File: config.mk
export PLATFORM = sky130hd
export DESIGN_NAME = apb_uart
export DESIGN_NICKNAME = d
export VERILOG_FILES = /design/src/rtl/apb_uart.sv
export SDC_FILE = /design/constraint.sdc
export NUM_CORES = 1
export LEC_CHECK = 0
export CAP_MARGIN = 20
export CORE_MARGIN = 2
export CORE_UTILIZATION = 30
export CTS_BUF_LIST = sky130_fd_sc_hd__clkbuf_16
export CTS_CLUSTER_DIAMETER = 100
export DETAILED_ROUTE_END_ITERATION = 8
export GPL_TIMING_DRIVEN = 0
export SYNTH_ARGS = -nofsm -noshare
export SYNTH_HDL_FRONTEND = slang
export SYNTH_SLANG_ARGS = --single-unit
File: constraint.sdc
create_clock -name clk -period 3.1 [get_ports clk]
set_input_delay 0.465 -clock clk [delete_from_list [all_inputs] [get_ports clk]]
set_output_delay 0.465 -clock clk [all_outputs]
set_load 0.05 [all_outputs]
File: src/rtl/apb_uart.sv
// rtl/apb_uart.sv - APB-mapped UART with a fixed 16-clock bit time, optional parity and a two-flop rxd synchronizer.
// CTRL at word 0 and STATUS at word 1; TX and RX engines run independently.
module apb_uart (
  input  logic        clk,
  input  logic        rst,
  input  logic [31:0] padd,
  input  logic [31:0] pdata,
  input  logic        psel,
  input  logic        pen,
  input  logic        pwr,
  input  logic [3:0]  PSTRB,
  output logic [31:0] prdata,
  output logic        txd,
  input  logic        rxd
);

  typedef enum logic [2:0] {ST_IDLE, ST_START, ST_DATA, ST_PARITY, ST_STOP} state_e;

  logic [7:0] txdata_q, txdata_d;
  logic       txstart_q, txstart_d;
  logic       paren_q, paren_d;
  logic       parodd_q, parodd_d;
  logic       rxen_q, rxen_d;

  state_e     tx_state_q;
  logic [3:0] tx_cnt_q;
  logic [2:0] tx_bit_q;
  logic [7:0] tx_sh_q;
  logic       tx_par_q;
  logic       tx_paren_q;
  logic       txd_q;

  state_e     rx_state_q;
  logic [3:0] rx_cnt_q;
  logic [2:0] rx_bit_q;
  logic [7:0] rx_sh_q;
  logic       rx_paren_q;
  logic       rx_parodd_q;
  logic       rx_parbit_q;
  logic       sync1_q, sync2_q, rx_prev_q;
  logic [7:0] rxdata_q;
  logic       rxvalid_q, parerr_q, frmerr_q;

  logic wr_ctrl;
  logic tx_launch;
  logic txbusy;
  logic rx_fall;
  logic unused_wr_bits;

  assign wr_ctrl   = psel & pen & pwr & (padd == 32'd0);
  assign tx_launch = (tx_state_q == ST_IDLE) & txstart_q;
  assign txbusy    = (tx_state_q != ST_IDLE);
  assign rx_fall   = rx_prev_q & ~sync2_q;
  assign txd       = txd_q;
  assign unused_wr_bits = ^{pdata[31:23], pdata[19:17], pdata[15:8], PSTRB[3], PSTRB[1]};

  // A write landing on the launch edge wins, so a fresh TXSTART is never lost.
  always_comb begin
    txdata_d  = txdata_q;
    txstart_d = txstart_q;
    paren_d   = paren_q;
    parodd_d  = parodd_q;
    rxen_d    = rxen_q;
    if (tx_launch) txstart_d = 1'b0;
    if (wr_ctrl) begin
      if (PSTRB[0]) txdata_d = pdata[7:0];
      if (PSTRB[2]) begin
        txstart_d = pdata[16];
        paren_d   = pdata[20];
        parodd_d  = pdata[21];
        rxen_d    = pdata[22];
      end
    end
  end

  always_ff @(posedge clk or negedge rst) begin
    if (!rst) begin
      txdata_q  <= 8'h00;
      txstart_q <= 1'b0;
      paren_q   <= 1'b0;
      parodd_q  <= 1'b0;
      rxen_q    <= 1'b0;
    end else begin
      txdata_q  <= txdata_d;
      txstart_q <= txstart_d;
      paren_q   <= paren_d;
      parodd_q  <= parodd_d;
      rxen_q    <= rxen_d;
    end
  end

  always_ff @(posedge clk or negedge rst) begin
    if (!rst) begin
      tx_state_q <= ST_IDLE;
      tx_cnt_q   <= 4'd0;
      tx_bit_q   <= 3'd0;
      tx_sh_q    <= 8'h00;
      tx_par_q   <= 1'b0;
      tx_paren_q <= 1'b0;
      txd_q      <= 1'b1;
    end else if (tx_state_q == ST_IDLE) begin
      txd_q <= 1'b1;
      if (txstart_q) begin
        tx_state_q <= ST_START;
        tx_cnt_q   <= 4'd0;
        tx_sh_q    <= txdata_q;
        tx_par_q   <= (^txdata_q) ^ parodd_q;
        tx_paren_q <= paren_q;
        txd_q      <= 1'b0;
      end
    end else begin
      tx_cnt_q <= tx_cnt_q + 4'd1;
      if (tx_cnt_q == 4'd15) begin
        case (tx_state_q)
          ST_START: begin
            tx_state_q <= ST_DATA;
            tx_bit_q   <= 3'd0;
            txd_q      <= tx_sh_q[0];
          end
          ST_DATA: begin
            if (tx_bit_q == 3'd7) begin
              tx_state_q <= tx_paren_q ? ST_PARITY : ST_STOP;
              txd_q      <= tx_paren_q ? tx_par_q : 1'b1;
            end else begin
              tx_bit_q <= tx_bit_q + 3'd1;
              tx_sh_q  <= {1'b0, tx_sh_q[7:1]};
              txd_q    <= tx_sh_q[1];
            end
          end
          ST_PARITY: begin
            tx_state_q <= ST_STOP;
            txd_q      <= 1'b1;
          end
          default: begin
            tx_state_q <= ST_IDLE;
            txd_q      <= 1'b1;
          end
        endcase
      end
    end
  end

  always_ff @(posedge clk or negedge rst) begin
    if (!rst) begin
      sync1_q   <= 1'b1;
      sync2_q   <= 1'b1;
      rx_prev_q <= 1'b1;
    end else begin
      sync1_q   <= rxd;
      sync2_q   <= sync1_q;
      rx_prev_q <= sync2_q;
    end
  end

  // START counts to the half-bit point; later states sample once per 16 clocks.
  always_ff @(posedge clk or negedge rst) begin
    if (!rst) begin
      rx_state_q  <= ST_IDLE;
      rx_cnt_q    <= 4'd0;
      rx_bit_q    <= 3'd0;
      rx_sh_q     <= 8'h00;
      rx_paren_q  <= 1'b0;
      rx_parodd_q <= 1'b0;
      rx_parbit_q <= 1'b0;
      rxdata_q    <= 8'h00;
      rxvalid_q   <= 1'b0;
      parerr_q    <= 1'b0;
      frmerr_q    <= 1'b0;
    end else if (rx_state_q != ST_IDLE && !rxen_q) begin
      rx_state_q <= ST_IDLE;
    end else begin
      case (rx_state_q)
        ST_IDLE: begin
          rx_cnt_q <= 4'd0;
          if (rxen_q && rx_fall) begin
            rx_state_q  <= ST_START;
            rx_paren_q  <= paren_q;
            rx_parodd_q <= parodd_q;
          end
        end
        ST_START: begin
          rx_cnt_q <= rx_cnt_q + 4'd1;
          if (rx_cnt_q == 4'd7) begin
            rx_cnt_q <= 4'd0;
            if (sync2_q) begin
              rx_state_q <= ST_IDLE;
            end else begin
              rx_state_q <= ST_DATA;
              rx_bit_q   <= 3'd0;
              rxvalid_q  <= 1'b0;
            end
          end
        end
        ST_DATA: begin
          rx_cnt_q <= rx_cnt_q + 4'd1;
          if (rx_cnt_q == 4'd15) begin
            rx_sh_q  <= {sync2_q, rx_sh_q[7:1]};
            rx_bit_q <= rx_bit_q + 3'd1;
            if (rx_bit_q == 3'd7) rx_state_q <= rx_paren_q ? ST_PARITY : ST_STOP;
          end
        end
        ST_PARITY: begin
          rx_cnt_q <= rx_cnt_q + 4'd1;
          if (rx_cnt_q == 4'd15) begin
            rx_parbit_q <= sync2_q;
            rx_state_q  <= ST_STOP;
          end
        end
        default: begin
          rx_cnt_q <= rx_cnt_q + 4'd1;
          if (rx_cnt_q == 4'd15) begin
            rxdata_q   <= rx_sh_q;
            rxvalid_q  <= 1'b1;
            parerr_q   <= rx_paren_q & ((^rx_sh_q) ^ rx_parodd_q ^ rx_parbit_q);
            frmerr_q   <= ~sync2_q;
            rx_state_q <= ST_IDLE;
          end
        end
      endcase
    end
  end

  always_comb begin
    prdata = 32'h0;
    if (psel && !pwr) begin
      if (padd == 32'd0)
        prdata = {9'b0, rxen_q, parodd_q, paren_q, 3'b0, txstart_q, 8'b0, txdata_q};
      else if (padd == 32'd1)
        prdata = {20'b0, txbusy, frmerr_q, parerr_q, rxvalid_q, rxdata_q};
    end
  end

endmodule

# Yosys cells after proc, flatten, opt, wreduce, memory -nomap -nowiden
# Cells that the tools add are included.
[classes]
shift = 0
n_eq_ne = 24
n_mux = 47
magnitude_cmp = 0
n_mul = 0
reduce_logical = 33
n_bitwise = 14
n_div = 0
n_addsub = 4
[ops]
columns = ["cell", "n"]
rows = [
  ["$mux W3", 17],
  ["$mux W23", 2],
  ["$mux W8", 5],
  ["$eq A32 B1 Y1 const B", 1],
  ["$logic_not A32 Y1", 1],
  ["$ne A3 B3 Y1 const B", 6],
  ["$reduce_xor A8 Y1", 2],
  ["$reduce_and A3 Y1", 5],
  ["$eq A3 B2 Y1 const B", 4],
  ["$mux W12", 1],
  ["$mux W4", 3],
  ["$ne A2 B2 Y1 const B", 6],
  ["$pmux W3 S2", 2],
  ["$pmux W3 S4", 1],
  ["$mux W1", 11],
  ["$reduce_and A5 Y1", 2],
  ["$reduce_bool A2 Y1", 5],
  ["$pmux W3 S3", 1],
  ["$add A4 B1 Y4 const B", 2],
  ["$eq A4 B4 Y1 const B", 2],
  ["$pmux W4 S2", 1],
  ["$reduce_and A4 Y1", 2],
  ["$add A3 B1 Y3 const B", 2],
  ["$and A1 B1 Y1", 6],
  ["16 further kinds", 32],
]
[word_totals]
word_cells = 148
ram_bits = 0
n_memories = 0
in_bits = 74
latchBits = 0
output_inout_bits = 33
rom_bits = 0
register_bits = 68

# Logic depth before layout (Yosys ltp)
# Gate-level depths: netlist of run 1.
[depth]
depth_word = 6
ltp_mapped = 6

# Least setup slack after synthesis of run 1
# OpenSTA, ideal clock, no wires.
[synth_path]
path_kind = "input to output"
from = "input port padd[24]"
to = "output port prdata[0]"
n_path_buf = 1
required_ns = 2.635
slack_ns = -0.119
arrival_ns = 2.754
cell_stages = 4
path_cell_list = "nor4b_1 > nand4_1 > clkbuf_1 > nor4_1"
[synth_between]
elab_chain_cells = 4
word_cells_on_any_way = 5
classes_between = "1 x eq/ne; 3 x mux; 1 x reduce/logical"
[synth_lines]
columns = ["element", "line_no", "text"]
rows = [
  ["start, declared", "6", "input logic [31:0] padd,"],
  ["$eq A32 B1 Y1", "228", "else if (padd == 32'd1)"],
  ["$mux W12", "228", ""],
  ["$mux W23 (*)", "226", "if (padd == 32'd0)"],
  ["$mux W23 (*)", "225", "if (psel && !pwr) begin"],
  ["end, declared", "12", "output logic [31:0] prdata,"],
]
# Mark *: on every way between the ends. The rest lies on a longest branch, timed or not.

# Worst setup path in the final report of run 1
[layout_path]
from = "input port padd[16]"
to = "output port prdata[7]"
# The elaborated chain is that of the path after synthesis.

==> results of run 1 <==
==> sequential cells by signal (all words and copies together), names as in the netlist, 4 cells and up <==
register  flops
tx_sh_q       8
rx_cnt_q      4
rxdata_q      8
tx_cnt_q      4
txdata_q      8
rx_sh_q       8
==> critical path, cell delays in order <==
cell	delay, ns
sky130_fd_sc_hd__clkdlybuf4s50_1	0.40
sky130_fd_sc_hd__nor4_1	0.34
sky130_fd_sc_hd__nand4_1	0.17
sky130_fd_sc_hd__clkbuf_2	0.23
sky130_fd_sc_hd__nor4_1	0.30
sky130_fd_sc_hd__dlygate4sd2_1	0.60
==> metal layers <==
layer | track usage | vias up
met3 | 0.0344 | 14
met4 | 0.0439 | 0
li1 | - | 1382
met2 | 0.229 | 52
met5 | 0 | -
met1 | 0.178 | 1369
==> where the power goes <==
group / internal, mW / switching [mW]
Combinational: 0.0741 / 0.0793
Clock: 0.612 / 0.382
Sequential: 0.892 / 0.00137
Total: 1.58 / 0.462
==> cell usage in the layout (no fill, tap or decap), types with 3 or more instances in the layout <==
master                             n
sky130_fd_sc_hd__xor2_1            4
sky130_fd_sc_hd__xnor2_1          10
sky130_fd_sc_hd__buf_2             3
sky130_fd_sc_hd__mux2i_1          10
sky130_fd_sc_hd__buf_4            20
sky130_fd_sc_hd__ha_1              6
sky130_fd_sc_hd__mux2_2           39
sky130_fd_sc_hd__inv_1            12
sky130_fd_sc_hd__conb_1           16
sky130_fd_sc_hd__a22o_1            5
sky130_fd_sc_hd__clkdlybuf4s15_2   6
sky130_fd_sc_hd__nand3b_1          4
sky130_fd_sc_hd__nor4_1           17
sky130_fd_sc_hd__dfstp_2           4
sky130_fd_sc_hd__or3_1             3
sky130_fd_sc_hd__o21ai_0          23
sky130_fd_sc_hd__clkinv_2          3
sky130_fd_sc_hd__clkbuf_1         10
sky130_fd_sc_hd__and4b_1           4
sky130_fd_sc_hd__dfrtp_1          64
sky130_fd_sc_hd__and3b_1           5
sky130_fd_sc_hd__nand2_1          39
sky130_fd_sc_hd__a21o_1            3
sky130_fd_sc_hd__nand4_1           4
sky130_fd_sc_hd__clkbuf_16         9
sky130_fd_sc_hd__dlygate4sd2_1     8
sky130_fd_sc_hd__nor2_1           10
sky130_fd_sc_hd__a21oi_1           7
sky130_fd_sc_hd__clkdlybuf4s50_1  50
==> metrics by stage <==
step            util  worst slack (ns)
2_1_floorplan      -            -0.119
3_3_place_gp   0.382            -0.682
3_5_place_dp   0.382            -0.640
4_1_cts        0.407            0.0241
5_1_grt        0.408            0.0235
6_report       0.408             0.120
==> logic make-up after synthesis <==
family | count (synthesis) | share of synthesized area
other | 1 | 0.00103
buffers and inverters | 40 | 0.0585
DFF | 68 | 0.469
AOI/OAI and AO/OA | 50 | 0.0836
muxes | 49 | 0.148
adders and majority gates | 6 | 0.0206
and+or+nand+nor | 109 | 0.173
xor gates and xnor gates | 16 | 0.0461
==> repair_timing <==
item	4_1_cts	5_1_grt
resized for setup	37	2
setup endpoints to repair	16	16
setup buffers	1	2
pin swaps	1	1
==> final timing paths <==
kind	start	to	slack [ns]	cells past startpoint
max	padd[16]	prdata[7]	0.12	6
min	rst	txdata_q[2]	0.23	1
max reg2reg	tx_state_q[2]	tx_sh_q[6]	1.04	5
min reg2reg	sync1_q	sync2_q	0.36	0
max in group asynchronous	rst	rx_sh_q[3]	2.28	1
min in group clk	sync1_q	sync2_q	0.36	0
==> layout make-up <==
class	instances	area share
Timing Repair Buffer	70	0.141
Clock inverter	7	0.0124
Clock buffer	9	0.0464
Sequential cell	68	0.351
Multi-Input combinational cell	246	0.367
Tap cell	147	0.0379
Buffer	30	0.0366
Inverter	10	0.00773
==> impl_metrics.env, run 1 <==
export IMPL_yosys_top_cells_count="sky130_fd_sc_hd__dfrtp_1, sky130_fd_sc_hd__mux2_2, sky130_fd_sc_hd__nand2_1"
export IMPL_flow_area_growth_from_synthesis_pct=33.6
export IMPL_maximum_number_of_pins_on_one_net_before_global_route_repair=69
export IMPL_postRouteWirelength_microns=8530
export IMPL_total_clock_sinks=68
export IMPL_detail_route_vias_per_cell=4.80
export IMPL_placement_rows=40
export IMPL_antenna_found_initial=0
export IMPL_worst_setup_hold_path_clk_slew_ns=0.06
export IMPL_post_synthesis_register_bit_count=68
export IMPL_ys_top_cells_by_area="sky130_fd_sc_hd__dfrtp_1, sky130_fd_sc_hd__mux2_2, sky130_fd_sc_hd__nand2_1, sky130_fd_sc_hd__buf_4, sky130_fd_sc_hd__o21ai_0"
export IMPL_max_freq_mhz=336
export IMPL_post_synth_cell_area_avg_sq_um=10.7
export IMPL_final_antenna_net_count=0
export IMPL_critical_path_required_ns=2.63
export IMPL_h_tree_lvls=3
export IMPL_power_density_nw_per_um2=420
export IMPL_synth_top_cell_area_share=0.440
export IMPL_async_reset_ff_frac=1.00
export IMPL_synth_largest_area_cell="sky130_fd_sc_hd__dfrtp_1"
export IMPL_place_port_buffers=67
export IMPL_grt_first_pass_wirelength_microns=13900
export IMPL_clock_tree_root_cell="sky130_fd_sc_hd__clkbuf_16"
export IMPL_skew_ns=0.00957
export IMPL_synth_yosys_warnings=0
export IMPL_cts_max_path_buffers=2
export IMPL_status="finished, final reports clean"
export IMPL_die_area_sq_um=13000
export IMPL_gr_total_overflow=0
export IMPL_post_synth_instance_area_sq_um=3640
export IMPL_stdcell_count=587
export IMPL_detailedRoute_firstPassIterationCount=4
export IMPL_hpwlAfterDp_microns=6150
export IMPL_n_antenna_cell=0
export IMPL_final_cell_area_sq_um=4860
export IMPL_period_needed_ns=2.98
export IMPL_rsz0062_at_grt="no"
export IMPL_synth_edff_count=0
export IMPL_wl_per_cell_microns=14.5
export IMPL_height_of_the_die_microns=114
export IMPL_crit_end_category="output pin"
export IMPL_worst_hold_path_type="input port to asynchronous set/reset pin"
export IMPL_total_placed_instance_area_sq_um=4550
export IMPL_finalHoldWorstSlack_ns=0.225
export IMPL_maxSlewViolCount=0
export IMPL_crit_path_start_kind="input port"
export IMPL_synth_cell_type_count=49
export IMPL_worstMarginPinSlew_ns=0.867
export IMPL_dominant_register_cell_in_the_synthesized_netlist="sky130_fd_sc_hd__dfrtp_1"
export IMPL_route_detailed_drc=0
export IMPL_timing_max_slew_rel_slack=0.422
export IMPL_post_synth_inst_count=339
export IMPL_ff_latch_area_sq_um=1710
export IMPL_detail_route_wirelength_met1_microns=3790
export IMPL_met2_wirelength_microns=4320
export IMPL_cts_bufs_inserted=9
export IMPL_multiInputGateArea_sq_um=1780
export IMPL_fraction_of_layout_instances_using_a_drive_strength_above_1=0.218
export IMPL_final_setup_tns_ns=0
export IMPL_min_period_over_period=0.961
export IMPL_core_area_sq_um=11900
export IMPL_final_hold_violation_count=0
export IMPL_replace_congestion=0.919
export IMPL_cts_tree="yes"
export IMPL_power_ir_vdd_worst_v=0.000310
export IMPL_cts_hold_fix_buffers=0
export IMPL_grt_usage=0.138
export IMPL_vias=2817
export IMPL_width_of_the_die_microns=114
export IMPL_path_type_of_the_worst_setup_path="input port to output pin"
export IMPL_top_layer_used="met4"
export IMPL_synth_yosys_seq_area_share=0.469
export IMPL_crit_arrival_ns=2.52
export IMPL_post_layout_net_count=515
export IMPL_power_total_mw=2.04
export IMPL_dr_wl_met3_microns=300
export IMPL_dpl_cell_count=568
export IMPL_timing_max_cap_violations=0
export IMPL_fillCellCount=1174
export IMPL_number_of_global_route_vias_before_repair=2752
export IMPL_start_util=0.305
export IMPL_worstSkewPairLatency_ns=0.33
export IMPL_static_leakage_power_nw=2.33
export IMPL_dr_first_iter_drc_count=41
export IMPL_setup_viol_count_final=0
export IMPL_floorplan_io_pins=107
export IMPL_worstPathMaxFanout=10
export IMPL_synthMostInstantiatedCell="sky130_fd_sc_hd__dfrtp_1"
(Power assumes the default switching activity.)
==> inputs of run 2 (changes only) <==
CTS_BUF_LIST = not set   (was sky130_fd_sc_hd__clkbuf_16)
==> run 2 against run 1 <==
Flip-flop and latch count is the same. Cell count is the same. Sequential power hardly changed. Maximum frequency unchanged. Highest routed layer unchanged. Sequential share of layout area stayed put. Critical path depth is the same. Count of clock-buffer cells in the layout rose by 2.
==> impl_metrics.env, run 2 (synthesized netlist as in run 1, its figures left out) <==
export IMPL_timing_max_slew_rel_slack=0.423
export IMPL_dr_first_iter_drc_count=41
export IMPL_period_needed_ns=2.98
export IMPL_worst_r2r_endpoint="tx_sh_q[6]"
export IMPL_total_switching_power_mw=0.462
export IMPL_fraction_of_layout_instances_using_a_drive_strength_above_1=0.218
export IMPL_n_antenna_cell=0
export IMPL_floorplan_io_pins=107
export IMPL_internal_power_mw=1.58
export IMPL_power_share_sequential=0.436
export IMPL_clock_tree_root_cell="sky130_fd_sc_hd__clkbuf_16"
export IMPL_grt_first_pass_wirelength_microns=13900
export IMPL_final_cell_area_sq_um=4860
export IMPL_power_ir_vdd_worst_v=0.000310
export IMPL_core_area_sq_um=11900
export IMPL_detail_route_vias_per_cell=4.79
export IMPL_worst_setup_hold_path_clk_slew_ns=0.06
export IMPL_width_of_the_die_microns=114
export IMPL_number_of_global_route_vias_before_repair=2752
export IMPL_postRouteWirelength_microns=8520
export IMPL_route_detailed_drc=0
export IMPL_antenna_found_initial=0
export IMPL_cts_tree="yes"
export IMPL_post_layout_net_count=515
export IMPL_placement_rows=40
export IMPL_height_of_the_die_microns=114
export IMPL_final_antenna_net_count=0
export IMPL_grt_usage=0.138
export IMPL_dpl_cell_count=568
export IMPL_start_util=0.305
export IMPL_crit_arrival_ns=2.52
export IMPL_final_setup_tns_ns=0
export IMPL_startpoint="padd[16]"
export IMPL_hpwlAfterDp_microns=6150
export IMPL_detailedRoute_firstPassIterationCount=4
export IMPL_power_density_nw_per_um2=421
export IMPL_switching_power_share_of_the_total=0.226
export IMPL_h_tree_lvls=3
export IMPL_place_port_buffers=67
export IMPL_replace_congestion=0.919
export IMPL_total_placed_instance_area_sq_um=4550
export IMPL_placement_setup_worst_slack_ns=-0.640
export IMPL_die_area_sq_um=13000
export IMPL_max_freq_mhz=336
export IMPL_maxSlewViolCount=0
export IMPL_cts_max_path_buffers=2
export IMPL_power_total_mw=2.05
export IMPL_final_core_util=0.408
export IMPL_reg2reg_slack_ns=1.04
export IMPL_stdcell_count=587
export IMPL_cts_hold_fix_buffers=0
export IMPL_finalHoldWorstSlack_ns=0.224
export IMPL_min_period_over_period=0.961
export IMPL_worstMarginPinSlew_ns=0.866
export IMPL_critical_path_required_ns=2.63
export IMPL_critical_path_endpoint="prdata[7]"
export IMPL_static_leakage_power_nw=2.32
export IMPL_final_hold_violation_count=0
export IMPL_crit_path_start_kind="input port"
export IMPL_path_type_of_the_worst_setup_path="input port to output pin"
export IMPL_combinationalPowerShare=0.075
export IMPL_gr_total_overflow=0
export IMPL_total_clock_sinks=68
export IMPL_crit_end_category="output pin"
export IMPL_flow_area_growth_from_synthesis_pct=33.6
export IMPL_vias=2810
export IMPL_clock_power_share=0.489
export IMPL_worstPathMaxFanout=10
export IMPL_cts_bufs_inserted=9
export IMPL_skew_ns=0.00867
export IMPL_final_cell_mix="sky130_fd_sc_hd__dfrtp_1, sky130_fd_sc_hd__clkdlybuf4s50_1, sky130_fd_sc_hd__nand2_1, sky130_fd_sc_hd__mux2_2, sky130_fd_sc_hd__o21ai_0"
export IMPL_mostFrequentLayoutCell="sky130_fd_sc_hd__dfrtp_1"
export IMPL_r2r_worst_path_cells=5
export IMPL_rsz0062_at_grt="no"
export IMPL_wl_per_cell_microns=14.5
export IMPL_timing_max_cap_violations=0
export IMPL_status="finished, final reports clean"
export IMPL_worst_hold_path_type="input port to asynchronous set/reset pin"
export IMPL_worstSkewPairLatency_ns=0.33
export IMPL_maximum_number_of_pins_on_one_net_before_global_route_repair=69
export IMPL_postLayoutSetupSlackWorst_ns=0.120
export IMPL_setup_viol_count_final=0
export IMPL_start_of_the_worst_register_to_register_path="tx_state_q[2]"
[run 2: worst min path at each step]
stage	slack [ns]	end	cells after the start
2_1_floorplan	0.17	frmerr_q	0
3_3_place_gp	0.35	sync2_q	0
3_5_place_dp	0.35	sync2_q	0
4_1_cts	0.28	txdata_q[2]	1
5_1_grt	0.30	txdata_q[3]	1
6_report	0.22	txdata_q[2]	1
[run 2: power by group through the flow]
stage | sequential (mW) | clock [mW] | combinational, mW
after global placement | 0.909 | 0 | 0.153
after floorplan | 0.908 | 0 | 0.0702
after CTS | 0.893 | 1.03 | 0.155
after global routing | 0.893 | 1.05 | 0.164
after detailed placement | 0.909 | 0 | 0.154
final | 0.893 | 1.00 | 0.153
[run 2: area by class of cell]
class | count | area, sq um
timing repair buffer | 70 | 683
fill | 1174 | 7050
buffer | 30 | 178
clock inverter | 5 | 52.6
inverter | 10 | 37.5
multi-input combinational | 246 | 1780
sequential | 68 | 1710
clock buffer | 11 | 233
tap | 147 | 184
[run 2: per-layer routing]
metal  part of all wire  vias up  GRT usage
met4              0.015        0     0.0439
met3              0.033       14     0.0344
met5                  0        -          0
met1               0.45     1363      0.178
li1                   -     1382          -
met2               0.51       51      0.229
[run 2: worst max-delay path, stage by stage]
cell	delay, ns
sky130_fd_sc_hd__clkdlybuf4s50_1	0.40
sky130_fd_sc_hd__nor4_1	0.34
sky130_fd_sc_hd__nand4_1	0.17
sky130_fd_sc_hd__clkbuf_2	0.23
sky130_fd_sc_hd__nor4_1	0.30
sky130_fd_sc_hd__dlygate4sd2_1	0.60
[run 2: timing repair]
action / in CTS / in global routing
gates resized for setup: 37 / 2
endpoints found under the setup margin: 16 / 16
pin swaps: 1 / 1
buffers inserted: 1 / 2
